### src/rtl/alarm_mode_if.sv
// Signal bundle between the alarm mode controller and its surroundings
// (button synchronizers, prescaler, counters, display mux).
interface alarm_mode_if;
  // No valid/ready pairs here: inputs are levels sampled every clock (tick_1hz
  // is a one-cycle strobe), inc_* are one-cycle registered pulses the counters
  // must act on in the cycle they are high, all other outputs are levels.
  logic       tick_1hz;
  logic       mode_btn;
  logic       add_btn;
  logic       stop_btn;
  logic       alarm_en;
  logic [4:0] time_hour;
  logic [5:0] time_min;
  logic [5:0] time_sec;
  logic [4:0] alm_hour;
  logic [5:0] alm_min;

  logic       time_run;
  logic       inc_hour;
  logic       inc_min;
  logic       inc_sec;
  logic       alm_inc_hour;
  logic       alm_inc_min;
  logic       show_alarm;
  logic [2:0] blink_field;
  logic       ringing;
  logic [2:0] mode_dbg;
  logic [1:0] ring_dbg;

  modport master (
    output tick_1hz, mode_btn, add_btn, stop_btn, alarm_en,
           time_hour, time_min, time_sec, alm_hour, alm_min,
    input  time_run, inc_hour, inc_min, inc_sec, alm_inc_hour, alm_inc_min,
           show_alarm, blink_field, ringing, mode_dbg, ring_dbg
  );

  modport slave (
    input  tick_1hz, mode_btn, add_btn, stop_btn, alarm_en,
           time_hour, time_min, time_sec, alm_hour, alm_min,
    output time_run, inc_hour, inc_min, inc_sec, alm_inc_hour, alm_inc_min,
           show_alarm, blink_field, ringing, mode_dbg, ring_dbg
  );
endinterface

### src/rtl/alarm_mode_ctrl.sv
// Alarm clock control: time/alarm set-mode FSM plus ring FSM sharing one tick counter.
// Optional snooze state enabled by defining ALARM_SNOOZE_EN.
module alarm_mode_ctrl #(
  parameter int TIMEOUT_S = 30,
  parameter int RING_S    = 60,
  parameter int SNOOZE_S  = 300,
  parameter int CW        = 9
) (
  input logic         clk,
  input logic         reset,
  alarm_mode_if.slave bus
);

  typedef enum logic [2:0] {
    M_RUN      = 3'd0,
    M_SET_HOUR = 3'd1,
    M_SET_MIN  = 3'd2,
    M_SET_SEC  = 3'd3,
    M_ALM_HOUR = 3'd4,
    M_ALM_MIN  = 3'd5
  } mode_t;

`ifdef ALARM_SNOOZE_EN
  typedef enum logic [1:0] {
    R_IDLE   = 2'd0,
    R_RING   = 2'd1,
    R_SNOOZE = 2'd2
  } ring_t;
`else
  typedef enum logic [1:0] {
    R_IDLE = 2'd0,
    R_RING = 2'd1
  } ring_t;
`endif

  localparam logic [CW-1:0] TO_LAST   = CW'(TIMEOUT_S - 1);
  localparam logic [CW-1:0] RING_LAST = CW'(RING_S - 1);
  localparam logic [CW-1:0] SNZ_LAST  = CW'(SNOOZE_S - 1);

  mode_t mode_state, mode_next;
  ring_t ring_state, ring_next;

  logic          mode_q, add_q, stop_q;
  logic          mode_press, add_press, stop_press, any_press;
  logic          ring_active, set_state, stop_req, mode_adv, add_eff;
  logic          match, match_q, trig;
  logic [CW-1:0] tick_cnt, cnt_last;
  logic          tick_done;
  logic          blink;
  logic          inc_hour_r, inc_min_r, inc_sec_r, alm_inc_hour_r, alm_inc_min_r;
  logic [2:0]    field;

  assign mode_press = bus.mode_btn & ~mode_q;
  assign add_press  = bus.add_btn  & ~add_q;
  assign stop_press = bus.stop_btn & ~stop_q;
  assign any_press  = mode_press | add_press | stop_press;

  assign ring_active = (ring_state != R_IDLE);
  assign set_state   = (mode_state != M_RUN);
  // While the alarm is active, mode doubles as stop and add never edits.
  assign stop_req = stop_press | (mode_press & ring_active);
  assign mode_adv = mode_press & ~stop_press & ~ring_active;
  assign add_eff  = add_press & ~mode_press & ~ring_active & set_state;

  assign match = bus.alarm_en & (mode_state == M_RUN) &
                 (bus.time_hour == bus.alm_hour) & (bus.time_min == bus.alm_min) &
                 (bus.time_sec == 6'd0);
  assign trig  = match & ~match_q;

  // One counter serves both FSMs: the ring FSM only leaves IDLE from RUN
  // and pins the mode FSM in RUN until it returns to IDLE.
  always_comb begin
    cnt_last = TO_LAST;
    if (ring_state == R_RING)
      cnt_last = RING_LAST;
    else if (ring_active)
      cnt_last = SNZ_LAST;
  end
  assign tick_done = bus.tick_1hz & (tick_cnt == cnt_last);

  always_ff @(posedge clk or posedge reset) begin
    if (reset) begin
      mode_state <= M_RUN;
      ring_state <= R_IDLE;
    end else begin
      mode_state <= mode_next;
      ring_state <= ring_next;
    end
  end

  always_comb begin
    mode_next = mode_state;
    if (mode_adv) begin
      case (mode_state)
        M_RUN:      mode_next = M_SET_HOUR;
        M_SET_HOUR: mode_next = M_SET_MIN;
        M_SET_MIN:  mode_next = M_SET_SEC;
        M_SET_SEC:  mode_next = M_ALM_HOUR;
        M_ALM_HOUR: mode_next = M_ALM_MIN;
        default:    mode_next = M_RUN;
      endcase
    end else if (set_state && !any_press && tick_done) begin
      mode_next = M_RUN;
    end
  end

  always_comb begin
    ring_next = ring_state;
    if (!bus.alarm_en) begin
      ring_next = R_IDLE;
    end else begin
      case (ring_state)
        R_IDLE: if (trig) ring_next = R_RING;
        R_RING: begin
          if (stop_req)
            ring_next = R_IDLE;
`ifdef ALARM_SNOOZE_EN
          else if (add_press)
            ring_next = R_SNOOZE;
`endif
          else if (tick_done)
            ring_next = R_IDLE;
        end
`ifdef ALARM_SNOOZE_EN
        R_SNOOZE: begin
          if (stop_req)
            ring_next = R_IDLE;
          else if (tick_done)
            ring_next = R_RING;
        end
`endif
        default: ring_next = R_IDLE;
      endcase
    end
  end

  always_ff @(posedge clk or posedge reset) begin
    if (reset) begin
      mode_q   <= 1'b0;
      add_q    <= 1'b0;
      stop_q   <= 1'b0;
      match_q  <= 1'b0;
      tick_cnt <= '0;
      blink    <= 1'b0;
    end else begin
      mode_q  <= bus.mode_btn;
      add_q   <= bus.add_btn;
      stop_q  <= bus.stop_btn;
      match_q <= match;

      if (ring_next != ring_state)
        tick_cnt <= '0;
      else if (ring_active) begin
        if (bus.tick_1hz) tick_cnt <= tick_cnt + 1'b1;
      end else if ((mode_next != mode_state) || !set_state || any_press)
        tick_cnt <= '0;
      else if (bus.tick_1hz)
        tick_cnt <= tick_cnt + 1'b1;

      if ((mode_next != mode_state) && (mode_next != M_RUN))
        blink <= 1'b1;
      else if (bus.tick_1hz)
        blink <= ~blink;
    end
  end

  always_ff @(posedge clk or posedge reset) begin
    if (reset) begin
      inc_hour_r     <= 1'b0;
      inc_min_r      <= 1'b0;
      inc_sec_r      <= 1'b0;
      alm_inc_hour_r <= 1'b0;
      alm_inc_min_r  <= 1'b0;
    end else begin
      inc_hour_r     <= add_eff & (mode_state == M_SET_HOUR);
      inc_min_r      <= add_eff & (mode_state == M_SET_MIN);
      inc_sec_r      <= add_eff & (mode_state == M_SET_SEC);
      alm_inc_hour_r <= add_eff & (mode_state == M_ALM_HOUR);
      alm_inc_min_r  <= add_eff & (mode_state == M_ALM_MIN);
    end
  end

  always_comb begin
    field = 3'b000;
    case (mode_state)
      M_SET_HOUR, M_ALM_HOUR: field = 3'b100;
      M_SET_MIN,  M_ALM_MIN:  field = 3'b010;
      M_SET_SEC:              field = 3'b001;
      default:                field = 3'b000;
    endcase
  end

  assign bus.time_run     = ~((mode_state == M_SET_HOUR) | (mode_state == M_SET_MIN) |
                              (mode_state == M_SET_SEC));
  assign bus.show_alarm   = (mode_state == M_ALM_HOUR) | (mode_state == M_ALM_MIN);
  assign bus.blink_field  = blink ? field : 3'b000;
  assign bus.ringing      = (ring_state == R_RING);
  assign bus.inc_hour     = inc_hour_r;
  assign bus.inc_min      = inc_min_r;
  assign bus.inc_sec      = inc_sec_r;
  assign bus.alm_inc_hour = alm_inc_hour_r;
  assign bus.alm_inc_min  = alm_inc_min_r;
  assign bus.mode_dbg     = mode_state;
  assign bus.ring_dbg     = ring_state;

endmodule

### src/flat_wrapper.sv
// flat-port wrapper written by rule: the top's interface ports become plain ports
module alarm_mode_ctrl_flat 
#(
  parameter int TIMEOUT_S = 30,
  parameter int RING_S    = 60,
  parameter int SNOOZE_S  = 300,
  parameter int CW        = 9
)
  (clk, reset, bus_tick_1hz, bus_mode_btn, bus_add_btn, bus_stop_btn, bus_alarm_en, bus_time_hour, bus_time_min, bus_time_sec, bus_alm_hour, bus_alm_min, bus_time_run, bus_inc_hour, bus_inc_min, bus_inc_sec, bus_alm_inc_hour, bus_alm_inc_min, bus_show_alarm, bus_blink_field, bus_ringing, bus_mode_dbg, bus_ring_dbg);
  alarm_mode_if bus_i ();
  input logic clk;
  input logic reset;
  input wire logic [$bits(bus_i.tick_1hz)-1:0] bus_tick_1hz;
  input wire logic [$bits(bus_i.mode_btn)-1:0] bus_mode_btn;
  input wire logic [$bits(bus_i.add_btn)-1:0] bus_add_btn;
  input wire logic [$bits(bus_i.stop_btn)-1:0] bus_stop_btn;
  input wire logic [$bits(bus_i.alarm_en)-1:0] bus_alarm_en;
  input wire logic [$bits(bus_i.time_hour)-1:0] bus_time_hour;
  input wire logic [$bits(bus_i.time_min)-1:0] bus_time_min;
  input wire logic [$bits(bus_i.time_sec)-1:0] bus_time_sec;
  input wire logic [$bits(bus_i.alm_hour)-1:0] bus_alm_hour;
  input wire logic [$bits(bus_i.alm_min)-1:0] bus_alm_min;
  output wire logic [$bits(bus_i.time_run)-1:0] bus_time_run;
  output wire logic [$bits(bus_i.inc_hour)-1:0] bus_inc_hour;
  output wire logic [$bits(bus_i.inc_min)-1:0] bus_inc_min;
  output wire logic [$bits(bus_i.inc_sec)-1:0] bus_inc_sec;
  output wire logic [$bits(bus_i.alm_inc_hour)-1:0] bus_alm_inc_hour;
  output wire logic [$bits(bus_i.alm_inc_min)-1:0] bus_alm_inc_min;
  output wire logic [$bits(bus_i.show_alarm)-1:0] bus_show_alarm;
  output wire logic [$bits(bus_i.blink_field)-1:0] bus_blink_field;
  output wire logic [$bits(bus_i.ringing)-1:0] bus_ringing;
  output wire logic [$bits(bus_i.mode_dbg)-1:0] bus_mode_dbg;
  output wire logic [$bits(bus_i.ring_dbg)-1:0] bus_ring_dbg;
  assign bus_i.tick_1hz = bus_tick_1hz;
  assign bus_i.mode_btn = bus_mode_btn;
  assign bus_i.add_btn = bus_add_btn;
  assign bus_i.stop_btn = bus_stop_btn;
  assign bus_i.alarm_en = bus_alarm_en;
  assign bus_i.time_hour = bus_time_hour;
  assign bus_i.time_min = bus_time_min;
  assign bus_i.time_sec = bus_time_sec;
  assign bus_i.alm_hour = bus_alm_hour;
  assign bus_i.alm_min = bus_alm_min;
  assign bus_time_run = bus_i.time_run;
  assign bus_inc_hour = bus_i.inc_hour;
  assign bus_inc_min = bus_i.inc_min;
  assign bus_inc_sec = bus_i.inc_sec;
  assign bus_alm_inc_hour = bus_i.alm_inc_hour;
  assign bus_alm_inc_min = bus_i.alm_inc_min;
  assign bus_show_alarm = bus_i.show_alarm;
  assign bus_blink_field = bus_i.blink_field;
  assign bus_ringing = bus_i.ringing;
  assign bus_mode_dbg = bus_i.mode_dbg;
  assign bus_ring_dbg = bus_i.ring_dbg;
  alarm_mode_ctrl #(.TIMEOUT_S(TIMEOUT_S), .RING_S(RING_S), .SNOOZE_S(SNOOZE_S), .CW(CW)) u_core (.clk(clk), .reset(reset), .bus(bus_i));
endmodule
### config.mk
export PLATFORM = sky130hd
export DESIGN_NAME = alarm_mode_ctrl_flat
export DESIGN_NICKNAME = d
export VERILOG_FILES = /design/src/rtl/alarm_mode_if.sv /design/src/rtl/alarm_mode_ctrl.sv /design/src/flat_wrapper.sv
export SDC_FILE = /design/constraint.sdc
export NUM_CORES = 1
export LEC_CHECK = 0
export CORE_MARGIN = 2
export CORE_UTILIZATION = 50
export CTS_BUF_LIST = sky130_fd_sc_hd__clkbuf_2 sky130_fd_sc_hd__clkbuf_4 sky130_fd_sc_hd__clkbuf_8
export CTS_CLUSTER_DIAMETER = 80
export DETAILED_ROUTE_END_ITERATION = 7
export DONT_BUFFER_PORTS = 1
export PLACE_DENSITY_LB_ADDON = 0.12
export REMOVE_ABC_BUFFERS = 1
export SYNTH_ARGS = -nofsm -noshare
export SYNTH_HDL_FRONTEND = slang
export SYNTH_SLANG_ARGS = --single-unit
### constraint.sdc
create_clock -name clk -period 2.25 [get_ports clk]
set_input_delay 0.3375 -clock clk [delete_from_list [all_inputs] [get_ports clk]]
set_output_delay 0.3375 -clock clk [all_outputs]
set_load 0.02 [all_outputs]
==> flow_metrics.py, run 1 <==
metrics = {
    "run_status": {
        "outcome": "completed",
    },
    "place": {
        "gp_congestion": 0.790,
        "placed_cells": 165,
        "place.port_buffers": 0,
        "hpwlAfterDp_um": 1980,
    },
    "worst_setup_path": {
        "cp-end-kind": "output port",
        "required_ns": 1.91,
        "cp_max_fo": 14,
        "cp_slowest_cell": "dfrtp_1",
        "crit_chain": "nor2b_1, a21oi_1, nor2b_1",
        "path_common_cell": "nor2b_1",
        "path_class": "flip-flop to output port",
        "arrival_ns": 1.69,
        "cp-start-kind": "flip-flop",
        "max_stage_delay_ns": 0.69,
    },
    "detailed_routing": {
        "wl_per_cell_um": 15.3,
        "vias": 967,
        "antenna_left": 0,
        "route.detailed.drc": 0,
        "vias_per_cell": 5.76,
        "drt_iter0_drc": 28,
        "drt_pass1_iterations": 4,
        "top_layer_used": "met4",
        "dr_wl_met3_um": 238,
        "routed_wl_um": 2570,
        "route.met2.wl_um": 1150,
        "wl_met1_um": 1140,
    },
    "clock_network": {
        "htreeDepth": 1,
        "clkSlewWorstSetupHoldPaths_ns": 0.14,
        "postCtsHoldBufs": 0,
        "post_cts_buffers": 0,
        "clockBufferDepth": 2,
        "cts.sinks": 24,
        "clock_latency_ns": 0.32,
        "cts_tree": "built",
        "cts_resized": 0,
        "cts_buffers": 3,
        "root_buffer": "clkbuf_4",
    },
    "power": {
        "peakVddDrop_v": 0.000481,
        "leakage_nw": 0.549,
        "p_per_area_nw_per_um2": 725,
        "total_power_mw": 1.02,
    },
    "sta": {
        "min_period_ns": 2.02,
        "hold_viol": 0,
        "fin_setup_tns_ns": 0,
        "maxSlewViolCount": 0,
        "finalCritPeriodShare_pct": 90.0,
        "finClkSkew_ns": 0.0121,
        "rsz0062_at_grt": "no",
        "setup_violations": 0,
        "max_freq_ghz": 0.494,
        "tightest_slew_ns": 0.885,
        "maxSlewHeadroom_pct": 40.9,
    },
    "floorplan": {
        "core_um2": 2500,
        "rows": 18,
        "die_h_um": 55.7,
        "fp.dieW_um": 55.7,
        "initial_core_util_pct": 53.4,
        "die-area_um2": 3100,
        "io_pins": 51,
    },
    "global_route": {
        "track_usage_pct": 16.9,
        "antenna_found_initial": 0,
        "grt-ovfl-total": 0,
        "grt_pass1_vias": 917,
        "grt_pass1_wl_um": 4170,
        "grt_max_degree": 25,
    },
    "finish": {
        "final_cell_count_no_fill": 168,
        "synthToLayoutAreaGrowth_pct": 5.06,
        "drive_gt1_share_pct": 6.52,
        "num_antenna_cells": 0,
        "nNetsFinal": 176,
        "n_fill_cell": 218,
    },
    "flow_run": {
        "maxCapViolations": 0,
    },
    "yosys": {
        "synth-edff-count": 0,
        "syn_inst": 136,
        "ys_dominant_reg_cell": "dfrtp_1",
        "synth-seq-cells": 24,
        "synthArstFlopShare_pct": 100,
        "synth_cell_types": 35,
        "syn_avg_cell_area_um2": 9.82,
        "synth_area_um2": 1340,
        "yosys_warnings": 0,
        "seq_area_frac_synth_pct": 45.0,
    },
    "hold_path": {
        "hold_class": "primary input to flip-flop",
    },
}
[flip-flops by register name, indices dropped and copies added (netlist names)]
signal	cells
u_core.stop_q	1
u_core.bus.inc_sec	1
u_core.match_q	1
u_core.bus.inc_hour	1
u_core.tick_cnt	9
u_core.mode_q	1
u_core.bus.alm_inc_hour	1
u_core.blink	1
u_core.bus.ring_dbg	2
u_core.add_q	1
u_core.bus.mode_dbg	3
u_core.bus.inc_min	1
u_core.bus.alm_inc_min	1
[per-stage QoR]
stage	cell area [um^2]	setup WS, ns	util (%)	hold WS [ns]
3_5_place_dp	1380	0.357	55.2	0.369
3_3_place_gp	1380	0.386	55.2	0.369
4_1_cts	1400	0.223	56.1	0.0300
2_1_floorplan	1320	0.432	-	0.352
5_1_grt	1400	0.0625	56.1	0.0128
6_report	1400	0.226	56.1	0.0266
[metal layers]
layer  GRT usage (%)  vias up
li1                -      468
met5               0        -
met3            5.81        6
met2            27.6       57
met1            21.6      436
met4            4.18        0
[final timing paths]
check / from / to / slack (ns) / depth (start not counted)
hold reg to reg: u_core.match_q / u_core.bus.ring_dbg[0] / 0.54 / 2
hold / removal: bus_add_btn / u_core.add_q / 0.03 / 0
max in group asynchronous: reset / u_core.blink / 1.62 / 1
min in group asynchronous: reset / u_core.tick_cnt[4] / 0.08 / 1
setup reg to reg: u_core.bus.ring_dbg[1] / u_core.tick_cnt[8] / 0.34 / 4
setup / recovery: u_core.bus.mode_dbg[2] / bus_blink_field[1] / 0.23 / 3
[layout by cell type, fill, tap and decap left out]
master | netlist | routed
nor2_1 | 18 | 18
o31ai_1 | 1 | 1
or3_1 | 1 | 1
mux2i_1 | 1 | 1
dfrtp_1 | 24 | 24
o21ai_0 | 1 | 1
conb_1 | 1 | 1
nand4_1 | 3 | 3
or2_0 | 1 | 1
nand2b_1 | 6 | 6
or2_1 | 1 | 1
and3b_1 | 1 | 1
and2_1 | 1 | 1
buf_4 | 0 | 3
ha_1 | 1 | 1
a21oi_1 | 1 | 1
nor4b_1 | 1 | 1
mux2i_2 | 1 | 1
or3b_1 | 1 | 1
nand4b_1 | 1 | 1
nor3_1 | 6 | 6
nand2_1 | 10 | 10
o211ai_1 | 1 | 1
nand3_1 | 2 | 2
nor2b_1 | 5 | 5
xnor2_1 | 10 | 10
nor4_1 | 2 | 2
xor2_1 | 11 | 11
nor3b_1 | 6 | 6
inv_1 | 1 | 1
o221ai_4 | 1 | 1
o21ai_1 | 4 | 4
clkbuf_4 | 0 | 3
nand3b_1 | 3 | 3
a211o_1 | 3 | 3
nor4_4 | 1 | 1
[cells in the mapped netlist, types with 2 or more instances]
master | instances | share of area (%)
o21ai_1 | 4 | 1.5
nand3b_1 | 3 | 1.7
nor3b_1 | 6 | 3.4
xor2_1 | 11 | 7.2
a211o_1 | 3 | 2.0
nand2b_1 | 6 | 2.8
nor4_1 | 2 | 0.94
clkbuf_1 | 4 | 1.1
nand3_1 | 2 | 0.75
nor2_1 | 18 | 5.1
nor2b_1 | 5 | 2.3
xnor2_1 | 10 | 6.6
nand4_1 | 3 | 1.4
nand2_1 | 10 | 2.8
dfrtp_1 | 24 | 45
nor3_1 | 6 | 2.2
[power by group]
part           leakage [nW]  internal [mW]  switching [mW]  total, mW
logic                 0.216          0.117           0.143      0.260
registers             0.319          0.465           0.101      0.565
clock network        0.0138         0.0627           0.129      0.191
total                 0.549          0.644           0.372       1.02
[cells by family after synthesis]
logic type | Yosys count | share of synthesized area [%]
AND/OR/NAND/NOR | 70 | 29.5
flip-flops | 24 | 45.0
XOR/XNOR | 21 | 13.8
AO/OA/AOI/OAI | 12 | 7.31
buffers and inverters | 5 | 1.41
multiplexers | 2 | 1.78
adder cells (fa/ha/maj) | 1 | 0.937
other | 1 | 0.281
[area by class of cell]
type / instances / area (um^2) / area share [%]
Tap cell: 30 / 37.5 / 2.68
Inverter: 1 / 3.75 / 0.268
Timing Repair Buffer: 3 / 22.5 / 1.61
Clock buffer: 3 / 22.5 / 1.61
Multi-Input combinational cell: 107 / 716 / 51.0
Sequential cell: 24 / 601 / 42.8
[worst max-delay path, delay by kind of cell (launching register included)]
family / cells / cell delay [ns]
compound gates: 1 / 0.08
simple gates: 2 / 0.59
flops: 1 / 0.69
Power figures use the tool's default switching activity.
==> inputs of run 2 (changes only) <==
--- a/config.mk
+++ b/config.mk
@@ -6,7 +6,7 @@
 export NUM_CORES = 1
 export LEC_CHECK = 0
 export CORE_MARGIN = 2
-export CORE_UTILIZATION = 50
+export CORE_UTILIZATION = 40
 export CTS_BUF_LIST = sky130_fd_sc_hd__clkbuf_2 sky130_fd_sc_hd__clkbuf_4 sky130_fd_sc_hd__clkbuf_8
 export CTS_CLUSTER_DIAMETER = 80
 export DETAILED_ROUTE_END_ITERATION = 7
==> run 2 against run 1 <==
Against the previous run: final cell count grew 12%; design area grew 6.6%; fmax increased by 0.77%; clock-buffer cell count is the same; sequential power down 3%; critical endpoint unchanged; largest cell class unchanged.
==> flow_metrics.py, run 2 (synthesis results as in run 1) <==
metrics = {
    "place": {
        "hpwlAfterDp_um": 1980,
        "gp_congestion": 0.762,
        "placed_cells": 181,
        "place.port_buffers": 0,
    },
    "clock_network": {
        "cts.sinks": 24,
        "htreeDepth": 1,
        "post_cts_buffers": 0,
        "clkSlewWorstSetupHoldPaths_ns": 0.13,
        "cts_buffers": 3,
        "clock_latency_ns": 0.30,
        "root_buffer": "clkbuf_4",
        "clockBufferDepth": 2,
        "cts_tree": "built",
    },
    "worst_setup_path": {
        "crit_chain": "nor3b_1, a21oi_1, nor2b_1",
        "cp_max_fo": 12,
        "cp-start-kind": "flip-flop",
        "required_ns": 1.91,
        "path_class": "flip-flop to output port",
        "arrival_ns": 1.67,
        "cp_slowest_cell": "dfrtp_1",
        "max_stage_delay_ns": 0.67,
        "cp-end-kind": "output port",
    },
    "finish": {
        "synthToLayoutAreaGrowth_pct": 12.0,
        "fin_util_pct": 48.2,
        "top_register": "u_core.tick_cnt",
        "final_cell_count_no_fill": 188,
        "n_fill_cell": 315,
        "largest_reg_flops": 9,
        "drive_gt1_share_pct": 8.33,
        "num_antenna_cells": 0,
        "final_common_cell": "dfrtp_1",
        "nNetsFinal": 181,
        "final_cell_mix": "dfrtp_1, nor2_1, xor2_1",
    },
    "power": {
        "leakage_nw": 0.585,
        "p_per_area_nw_per_um2": 769,
        "peakVddDrop_v": 0.000252,
    },
    "global_route": {
        "track_usage_pct": 15.1,
        "grt_pass1_vias": 940,
        "grt_max_degree": 25,
        "antenna_found_initial": 0,
        "grt_pass1_wl_um": 4270,
        "grt-ovfl-total": 0,
    },
    "sta": {
        "finClkSkew_ns": 0.00189,
        "setup_violations": 0,
        "maxSlewHeadroom_pct": 39.9,
        "max_freq_ghz": 0.498,
        "finalCritPeriodShare_pct": 89.3,
        "fin_setup_tns_ns": 0,
        "hold-worst-slack_ns": 0.0999,
        "tightest_slew_ns": 0.900,
        "hold_viol": 0,
        "min_period_ns": 2.01,
        "maxSlewViolCount": 0,
        "rsz0062_at_grt": "no",
    },
    "detailed_routing": {
        "vias": 986,
        "wl_per_cell_um": 13.3,
        "antenna_left": 0,
        "routed_wl_um": 2510,
        "drt_iter0_drc": 26,
        "vias_per_cell": 5.24,
        "drt_pass1_iterations": 4,
        "route.detailed.drc": 0,
    },
    "run_status": {
        "outcome": "completed",
    },
    "floorplan": {
        "io_pins": 51,
        "die_h_um": 61.8,
        "initial_core_util_pct": 43.0,
        "rows": 20,
        "core_um2": 3100,
        "fp.dieW_um": 61.8,
        "die-area_um2": 3820,
    },
    "flow_run": {
        "maxCapViolations": 0,
    },
    "hold_path": {
        "hold_class": "primary input to async pin",
    },
}
[run 2: cell types whose count changed in the layout (fill, tap and decap cells not counted), sizes merged]
cell,before,now
buf,3,5
dlygate4sd3,0,3
bufinv,0,1
[run 2: per-layer routing]
metal / track usage (%) / vias to the layer above / routed length, um
met2: 24.8 / 41 / 1180
li1: - / 484 / -
met1: 19.8 / 459 / 1130
met4: 4.56 / 0 / 15
met3: 3.93 / 2 / 178
met5: 0 / - / 0
[run 2: repair_timing]
item | in CTS | in global routing
gates resized for setup | 0 | 0
hold endpoints to repair | 0 | 3
endpoints found under the setup margin | 0 | 0
hold buffers | 0 | 3
[run 2: path summary, 6_finish.rpt]
kind / from / depth (start not counted) / slack, ns / end
max in group asynchronous: reset / 1 / 1.60 / u_core.tick_cnt[4]
min in group clk: bus_tick_1hz / 2 / 0.18 / u_core.tick_cnt[0]
setup / recovery: u_core.bus.mode_dbg[1] / 3 / 0.24 / bus_blink_field[1]
hold reg to reg: u_core.match_q / 2 / 0.54 / u_core.bus.ring_dbg[0]
hold / removal: reset / 1 / 0.1 / u_core.bus.inc_min
setup reg to reg: u_core.bus.ring_dbg[1] / 4 / 0.38 / u_core.bus.mode_dbg[0]
[run 2: report_power, final]
group	internal [mW]	total, mW	leakage, nW	switching (mW)
combinational	0.131	0.298	0.239	0.168
sequential	0.465	0.549	0.319	0.0838
clock	0.180	0.302	0.0279	0.122
total	0.776	1.15	0.585	0.374
[run 2: layout make-up]
| cell class | instances | area [um^2] | share of cell area [%] |
|---|---|---|---|
| Multi-Input combinational cell | 107 | 716 | 47.9 |
| Clock buffer | 3 | 22.5 | 1.51 |
| Timing Repair Buffer | 8 | 67.6 | 4.52 |
| Sequential cell | 24 | 601 | 40.2 |
| Tap cell | 44 | 55.1 | 3.68 |
| Inverter | 1 | 3.75 | 0.251 |
| Clock inverter | 1 | 30.0 | 2.01 |
[run 2: worst max-delay path: cells and delay by family (launching register included)]
kind	cells	cell delay, ns
AO/OA/AOI/OAI	1	0.06
flip-flops	1	0.67
AND/OR/NAND/NOR	2	0.63
[run 2: through the flow]
stage	power, mW	setup slack (ns)	instance area, um^2
2_1_floorplan	0.768	0.432	1320
3_3_place_gp	0.848	0.411	1410
3_5_place_dp	0.856	0.384	1410
4_1_cts	1.17	0.200	1470
5_1_grt	1.23	0.0986	1500
6_report	1.15	0.241	1500
==> inputs of run 3 (changes only) <==
--- a/config.mk
+++ b/config.mk
@@ -6,7 +6,7 @@
 export NUM_CORES = 1
 export LEC_CHECK = 0
 export CORE_MARGIN = 2
-export CORE_UTILIZATION = 40
+export CORE_UTILIZATION = 30
 export CTS_BUF_LIST = sky130_fd_sc_hd__clkbuf_2 sky130_fd_sc_hd__clkbuf_4 sky130_fd_sc_hd__clkbuf_8
 export CTS_CLUSTER_DIAMETER = 80
 export DETAILED_ROUTE_END_ITERATION = 7
==> run 3 against run 2 <==
Against the previous run: routed wire length rose by 8.6%; critical path depth unchanged; sequential power is essentially flat; highest routed layer unchanged; design area decreased by 0.67%; hold slack lost 0.10 ns; largest cell class unchanged; register-to-register slack better by 0.08 ns; clock power about the same; the flow now finishes with violations (negative hold slack); setup slack improved by 0.061 ns; non-clock buffer count down 2; sequential cell count unchanged; combinational power rose by 1%.
==> flow_metrics.py, run 3 (synthesis results as in run 1) <==
metrics = {
    "run_status": {
        "outcome": "finished with violations",
        "violations": "negative hold slack",
    },
    "power": {
        "power_frac_seq_pct": 47.7,
        "internal-power_mw": 0.750,
        "pwr-share-clk_pct": 26.0,
        "netSwitchingFraction_pct": 34.6,
        "power_frac_comb_pct": 26.3,
        "p_per_area_nw_per_um2": 773,
        "p_switching_mw": 0.397,
        "peakVddDrop_v": 0.000236,
        "total_power_mw": 1.15,
        "leakage_nw": 0.578,
    },
    "sta": {
        "hold-worst-slack_ns": -0.00440,
        "max_freq_ghz": 0.513,
        "hold_viol": 8,
        "maxSlewHeadroom_pct": 64.0,
        "finalCritPeriodShare_pct": 86.6,
        "setup_violations": 0,
        "setup_slack_ns": 0.302,
        "min_period_ns": 1.95,
        "maxSlewViolCount": 0,
        "fin_setup_tns_ns": 0,
        "tightest_slew_ns": 0.540,
        "finClkSkew_ns": 0.00153,
        "rsz0062_at_grt": "no",
    },
    "detailed_routing": {
        "drt_iter0_drc": 43,
        "routed_wl_um": 2720,
        "vias_per_cell": 5.06,
        "route.detailed.drc": 0,
        "antenna_left": 0,
        "vias": 982,
        "drt_pass1_iterations": 4,
        "wl_per_cell_um": 14.0,
    },
    "place": {
        "gp_congestion": 0.706,
        "dp_slack_ns": 0.436,
        "placed_cells": 190,
        "place_area_um2": 1430,
        "hpwlAfterDp_um": 2090,
        "place.port_buffers": 0,
    },
    "clock_network": {
        "clock_latency_ns": 0.27,
        "postCtsHoldBufs": 0,
        "htreeDepth": 1,
        "cts_resized": 0,
        "cts_buffers": 3,
        "post_cts_buffers": 0,
        "cts_tree": "built",
        "clkSlewWorstSetupHoldPaths_ns": 0.08,
        "cts.sinks": 24,
        "clockBufferDepth": 2,
        "root_buffer": "clkbuf_8",
    },
    "floorplan": {
        "io_pins": 51,
        "initial_core_util_pct": 30.9,
        "die-area_um2": 5000,
        "core_um2": 4320,
        "fp.dieW_um": 70.7,
        "rows": 24,
        "die_h_um": 70.7,
    },
    "finish": {
        "final_area_um2": 1490,
        "nNetsFinal": 179,
        "num_antenna_cells": 0,
        "drive_gt1_share_pct": 9.15,
        "top_register": "u_core.tick_cnt",
        "fin_util_pct": 34.3,
        "final_common_cell": "dfrtp_1",
        "largest_reg_flops": 9,
        "final_cell_count_no_fill": 194,
        "final_cell_mix": "dfrtp_1, nor2_1, xor2_1",
        "synthToLayoutAreaGrowth_pct": 11.2,
    },
    "global_route": {
        "grt_pass1_vias": 1047,
        "grt-ovfl-total": 0,
        "grt_pass1_wl_um": 4970,
        "track_usage_pct": 12.4,
        "antenna_found_initial": 0,
        "grt_max_degree": 25,
    },
    "worst_setup_path": {
        "max_stage_delay_ns": 0.66,
        "cp-start-kind": "flip-flop",
        "cp_slowest_cell": "dfrtp_1",
        "arrival_ns": 1.61,
        "cp-end-kind": "output port",
        "crit_chain": "nor3b_1, a21oi_1, nor2b_1",
        "path_class": "flip-flop to output port",
        "required_ns": 1.91,
        "cp_max_fo": 12,
    },
    "hold_path": {
        "hold_class": "primary input to async pin",
    },
    "flow_run": {
        "maxCapViolations": 0,
    },
}
[run 3: cell type report]
type                       count  area [um^2]
sequential                    24          601
multi-input combinational    107          716
tap                           52         65.1
timing repair buffer           6         45.0
inverter                       1         3.75
clock buffer                   4         55.1
fill                         455         2840
[run 3: power by group through the flow]
stage	Combinational [mW]	Clock (mW)	Sequential, mW
after global routing	0.337	0.329	0.558
after global placement	0.303	0	0.556
after detailed placement	0.304	0	0.556
after CTS	0.305	0.308	0.547
after floorplan	0.213	0	0.556
final	0.302	0.299	0.547
[run 3: path summary, 6_finish.rpt]
| path | startpoint | end | slack [ns] | depth (start not counted) |
|---|---|---|---|---|
| max in group asynchronous | reset | u_core.stop_q | 2.01 | 2 |
| hold / removal | reset | u_core.tick_cnt[0] | -0.004 | 2 |
| setup / recovery | u_core.bus.mode_dbg[1] | bus_blink_field[1] | 0.30 | 3 |
| hold reg to reg | u_core.match_q | u_core.bus.ring_dbg[0] | 0.52 | 2 |
| min in group clk | bus_stop_btn | u_core.stop_q | 0.09 | 0 |
| setup reg to reg | u_core.bus.ring_dbg[1] | u_core.bus.mode_dbg[0] | 0.46 | 4 |
[run 3: metal layers]
layer	share of wire, %	wire length (um)	GRT usage, %	vias up
li1	-	-	-	478
met2	44	1210	18.6	47
met3	8.4	228	3.42	5
met4	2.7	73	6.29	0
met1	44	1210	16.5	452
met5	0	0	0	-
[run 3: critical path, delay by kind of cell, from the launching register on]
family	cells	cell delay, ns
flops	1	0.66
simple gates	2	0.62
compound gates	1	0.06
